$ cat src/rtl/key_pkg.sv
// key_pkg: shared state encoding for the key event FSM.
package key_pkg;
    typedef logic [1:0] state_t;
    localparam state_t WAIT_REL = 2'd0;
    localparam state_t IDLE     = 2'd1;
    localparam state_t PRESS    = 2'd2;
    localparam state_t LONG     = 2'd3;
endpackage

$ cat src/rtl/ms_tick_gen.sv
// ms_tick_gen: free-running divider, one-clk tick every CLK_DIV clocks.
module ms_tick_gen #(
    parameter int CLK_DIV = 50000
) (
    input  logic clk,
    input  logic rst,
    output logic tick
);
    localparam int CW = CLK_DIV > 1 ? $clog2(CLK_DIV) : 1;
    localparam logic [CW-1:0] LAST = CW'(CLK_DIV - 1);
    logic [CW-1:0] cnt_q;
    assign tick = cnt_q == LAST;
    always_ff @(posedge clk or negedge rst)
        if (!rst) cnt_q <= '0;
        else      cnt_q <= tick ? '0 : cnt_q + 1'b1;
endmodule

$ cat src/rtl/key_event_gen.sv
// key_event_gen: classifies debounced key presses into short/long/repeat pulses.
// Auto-repeat is built only when KEY_AUTO_REPEAT_EN is defined.
module key_event_gen
    import key_pkg::*;
#(
    parameter int CLK_DIV   = 50000,
    parameter int LONG_MS   = 1000,
    parameter int REPEAT_MS = 200
) (
    input  logic clk,
    input  logic rst,
    input  logic key,
    output logic press_o,
    output logic long_o,
    output logic rpt_o,
    output logic held_o
);
    localparam int HW = $clog2(LONG_MS + 1);
    localparam logic [HW-1:0] HOLD_LAST = HW'(LONG_MS - 1);
    localparam logic [HW-1:0] HOLD_MAX  = HW'(LONG_MS);
    logic tick, key_q, key_qq, rise, fall;
    logic press_q, press_d, long_q, long_d, held_q, held_d;
    logic [HW-1:0] hold_q, hold_d;
    state_t state_q, state_d;
`ifdef KEY_AUTO_REPEAT_EN
    localparam int RW = $clog2(REPEAT_MS + 1);
    localparam logic [RW-1:0] RPT_LAST = RW'(REPEAT_MS - 1);
    localparam logic [RW-1:0] RPT_MAX  = RW'(REPEAT_MS);
    logic rpt_q, rpt_d;
    logic [RW-1:0] rcnt_q, rcnt_d;
`endif

    ms_tick_gen #(.CLK_DIV(CLK_DIV)) u_tick (.clk(clk), .rst(rst), .tick(tick));

    assign rise = key_q & ~key_qq;
    assign fall = ~key_q & key_qq;

    always_comb begin
        state_d = state_q;
        hold_d  = hold_q;
        press_d = 1'b0;
        long_d  = 1'b0;
`ifdef KEY_AUTO_REPEAT_EN
        rpt_d   = 1'b0;
        rcnt_d  = rcnt_q;
`endif
        case (state_q)
            // Raw key is also checked so the reset value of key_q cannot fake a release.
            WAIT_REL: if (!key && !key_q) state_d = IDLE;
            IDLE: if (rise) begin
                state_d = PRESS;
                hold_d  = '0;
            end
            PRESS: if (fall) begin
                press_d = 1'b1;
                state_d = IDLE;
            end else if (tick && hold_q == HOLD_LAST) begin
                long_d  = 1'b1;
                state_d = LONG;
`ifdef KEY_AUTO_REPEAT_EN
                rcnt_d  = '0;
`endif
            end else if (tick && hold_q != HOLD_MAX) hold_d = hold_q + 1'b1;
            LONG: if (fall) state_d = IDLE;
`ifdef KEY_AUTO_REPEAT_EN
            else if (tick && rcnt_q == RPT_LAST) begin
                rpt_d  = 1'b1;
                rcnt_d = '0;
            end else if (tick && rcnt_q != RPT_MAX) rcnt_d = rcnt_q + 1'b1;
`endif
            default: state_d = WAIT_REL;
        endcase
        held_d = state_d == PRESS || state_d == LONG;
    end

    always_ff @(posedge clk or negedge rst)
        if (!rst) begin
            key_q   <= 1'b0;
            key_qq  <= 1'b0;
            state_q <= WAIT_REL;
            hold_q  <= '0;
            press_q <= 1'b0;
            long_q  <= 1'b0;
            held_q  <= 1'b0;
        end else begin
            key_q   <= key;
            key_qq  <= key_q;
            state_q <= state_d;
            hold_q  <= hold_d;
            press_q <= press_d;
            long_q  <= long_d;
            held_q  <= held_d;
        end

`ifdef KEY_AUTO_REPEAT_EN
    always_ff @(posedge clk or negedge rst)
        if (!rst) begin
            rcnt_q <= '0;
            rpt_q  <= 1'b0;
        end else begin
            rcnt_q <= rcnt_d;
            rpt_q  <= rpt_d;
        end
    assign rpt_o = rpt_q;
`else
    assign rpt_o = 1'b0;
`endif

    assign press_o = press_q;
    assign long_o  = long_q;
    assign held_o  = held_q;
endmodule

$ cat config.mk
export PLATFORM = sky130hd
export DESIGN_NAME = key_event_gen
export DESIGN_NICKNAME = d
export VERILOG_FILES = /design/src/rtl/key_pkg.sv /design/src/rtl/ms_tick_gen.sv /design/src/rtl/key_event_gen.sv
export SDC_FILE = /design/constraint.sdc
export NUM_CORES = 1
export LEC_CHECK = 0
export BUFFER_PORTS_ARGS = -buffer_cell sky130_fd_sc_hd__buf_2
export CAP_MARGIN = 30
export CELL_PAD_IN_SITES_DETAIL_PLACEMENT = 1
export CELL_PAD_IN_SITES_GLOBAL_PLACEMENT = 2
export CORE_MARGIN = 5
export CORE_UTILIZATION = 40
export DETAILED_ROUTE_END_ITERATION = 8
export GPL_TIMING_DRIVEN = 0
export PLACE_DENSITY_LB_ADDON = 0.1
export SLEW_MARGIN = 5
export SYNTH_ARGS = -nofsm -noshare
export SYNTH_HDL_FRONTEND = slang
export SYNTH_HIERARCHICAL = 1
export SYNTH_SLANG_ARGS = --single-unit
$ cat constraint.sdc
create_clock -name clk -period 2.6 [get_ports clk]
set_input_delay 0.52 -clock clk [delete_from_list [all_inputs] [get_ports clk]]
set_output_delay 0.52 -clock clk [all_outputs]
set_load 0.02 [all_outputs]
==> qor.yml <==
sta:
  fmax_ghz: 0.419
  setup_viol: 0
  hold_viol: 0
  tightestPinTransition_ns: 0.735
  finClkSkew_ns: 0.00477
  relSlewSlack_pct: 51.0
  hold_ws_ns: 0.301
  setup_tns_ns: 0
  rsz0062_at_grt: "no"
  drv_slew: 0
  fin_crit_sh_pct: 91.9
  fin_crit_ns: 2.39
detailed_routing:
  dr_total_vias: 1257
  drc: 0
  postRouteAntennaNets: 0
  drt-pass1-iter-count: 4
  post_drt_wl_per_cell_um: 16.4
  totalWireLength_um: 3690
  first_iter_violations: 54
  via_per_inst: 5.59
die:
  dieArea_sq_mm: 0.00562
  core_area_sq_mm: 0.00406
  die_h_um: 74.9
  start_util_pct: 41.6
  row_count: 23
  io_pins: 7
  dieWidth_um: 74.9
clock_tree:
  clk_pin_slew_ns: 0.07
  cts_root_buffer: "clkbuf_8"
  insertion_delay_ns: 0.28
  clkSinkCount: 32
  postCtsSetupRepairBufs: 0
  cts_made_buffers: 5
  h-tree-depth: 2
  tritoncts: "built"
  ctsHoldBuffers: 0
  clock_path_buffers: 2
  post_cts_resized: 0
power:
  power.switching_uw: 270
  pwr-share-clk_pct: 42.0
  finalPower_mw: 1.11
  pwr-share-comb_pct: 9.9
  sw_frac_of_total_pct: 24.4
  p_int_uw: 838
  p_leak_nw: 0.842
  ir_drop_mv: 0.223
  powerDensity_mw_per_mm2: 589
  seqPwrFrac_pct: 48.2
setup_path:
  worstReg2RegEnd: "hold_q[3]"
  critPathRequiredTime_ns: 2.77
  reg2regPathDepth: 9
  r2r_start: "u_tick/cnt_q[0]"
  start_kind: "flip-flop"
  endpoint_kind: "flip-flop"
  crit_fanout: 11
  worstPathArrival_ns: 2.56
  crit_start: "u_tick/cnt_q[0]"
  worstSetupPathType: "flip-flop to flip-flop"
  r2r_slack_ns: 0.21
  endpoint: "hold_q[3]"
global_routing:
  first_global_vias: 1313
  grtUsageTotal_pct: 15.0
  grt_pass1_wl_um: 6360
  antenna_found_initial: 0
  overflow: 0
  grt_max_degree: 33
yosys:
  syn_inst: 162
  synth_area_sq_mm: 0.00169
  synth_warnings: 6
  async_reset_ff_share_pct: 100
  synth_top_cell_by_area: "dfrtp_1"
  synth_edf_count: 0
  yosysTopAreaCellShare_pct: 47.5
  synthTopCellsByArea: "dfrtp_1 47%, xor2_1 4.2%, nor2_1 2.4%"
  syn_nets: 168
  synth-seq-cells: 32
  synth.avg_cell_area_sq_um: 10.4
  synthDistinctLibCells: 53
  synth_flop_cell: "dfrtp_1"
  synth-seq-area-share_pct: 47.5
layout:
  num_antenna_cells: 0
  fill_cells: 470
  area_delta_synth_final_pct: 11.6
  drive_gt1_share_pct: 18.9
  nNetsFinal: 180
placed_design:
  finalWeightedCongestion: 0.769
  io_buffers: 5
  hpwlAfterDp_um: 2720
run:
  drv_cap: 0
min_path:
  min_path_type: "primary input to asynchronous set/reset pin"
status:
  status: "finished, final reports clean"
-- worst min-delay path by stage --
stage	from	end	slack [ns]
floorplan	rst	held_o	0.22
global placement	hold_q[8]	hold_q[8]	0.47
detailed placement	key_q	key_qq	0.46
CTS	rst	u_tick/cnt_q[11]	0.33
global route	rst	u_tick/cnt_q[7]	0.36
finish	rst	u_tick/cnt_q[7]	0.30
-- flip-flops by register name, indices dropped and copies added, names as in the netlist --
register and cells:
key_qq 1, held_o 1, long_o 1, u_tick/cnt_q 16
key_q 1, state_q 1, hold_q 10, press_o 1
-- critical path, stage by stage, from the launching register on --
cell and delay [ns]:
dfrtp_1 0.40, ha_1 0.20, and3_1 0.15, buf_2 0.16, and4_1 0.20, buf_6 0.15, nand3b_1 0.15, o22a_1 0.35
a21o_1 0.20, a211o_2 0.32
-- cell usage in the layout, fill, tap and decap left out, types with 3 or more instances in the layout --
master,Yosys,layout
nand3_1,7,7
nand4_1,4,4
buf_2,2,7
o22ai_1,3,3
mux2i_1,3,3
ha_1,3,3
and3_2,3,3
and4_1,4,4
nor2_1,11,11
nand2_1,10,10
dfrtp_1,32,32
nor2b_1,3,3
nand2b_1,3,3
clkbuf_8,0,5
o21ai_0,7,7
and2_1,3,3
nand3b_1,4,4
xnor2_1,4,4
inv_1,7,7
xor2_1,8,8
o31ai_1,4,4
-- cells by family (layout without fill, tap and decap cells) --
family,count (synthesis),in the layout,share of synthesized area (%)
XOR/XNOR,12,12,6.23
multiplexers,3,3,1.78
AND/OR/NAND/NOR,69,69,25.5
buffers and inverters,11,24,3.26
other,1,1,0.222
AO/OA/AOI/OAI,31,31,13.3
flip-flops,32,32,47.5
adder cells (fa/ha/maj),3,3,2.23
-- per-layer routing --
| layer | vias to the layer above | track usage, % | share of wire, % |
|---|---|---|---|
| li1 | 605 | - | - |
| met1 | 635 | 20.0 | 48 |
| met2 | 13 | 23.7 | 48 |
| met3 | 4 | 3.34 | 2.4 |
| met4 | 0 | 5.93 | 0.92 |
| met5 | - | 0 | 0 |
-- cells in the mapped netlist (all sizes together), types with 2 or more instances --
master,count
dfrtp,32
nand2,12
nor2,11
nand3,8
xor2,8
inv,7
o21ai,7
and4,5
and2,4
and3,4
buf,4
nand3b,4
nand4,4
o31ai,4
xnor2,4
a21oi,3
ha,3
mux2i,3
nand2b,3
nor2b,3
o22ai,3
a211oi,2
a21o,2
or3,2
or4,2
-- area by class of cell --
type,count,area (sq um),area share (%)
Multi-Input combinational cell,119,831,44.1
Sequential cell,32,801,42.6
Clock buffer,6,72.6,3.86
Tap cell,50,62.6,3.32
Clock inverter,2,35.0,1.86
Buffer,4,28.8,1.53
Inverter,7,26.3,1.40
Timing Repair Buffer,5,25.0,1.33
-- metrics by stage --
stage | utilization [%] | setup slack (ns) | cells | instance area (sq um)
2_1_floorplan | - | 0.492 | 162 | 1690
3_5_place_dp | 43.7 | 0.205 | 217 | 1770
3_3_place_gp | 43.7 | 0.284 | 217 | 1770
4_1_cts | 46.4 | 0.192 | 225 | 1880
6_report | 46.4 | 0.211 | 225 | 1880
5_1_grt | 46.4 | 0.0738 | 225 | 1880
-- power by group through the flow --
stage | registers [mW] | logic (mW) | clock network (mW)
global placement | 0.542 | 0.110 | 0
detailed placement | 0.543 | 0.112 | 0
finish | 0.534 | 0.109 | 0.465
CTS | 0.533 | 0.112 | 0.473
global route | 0.537 | 0.120 | 0.508
floorplan | 0.544 | 0.0668 | 0
Note: power is estimated with default switching activity, not from simulation.
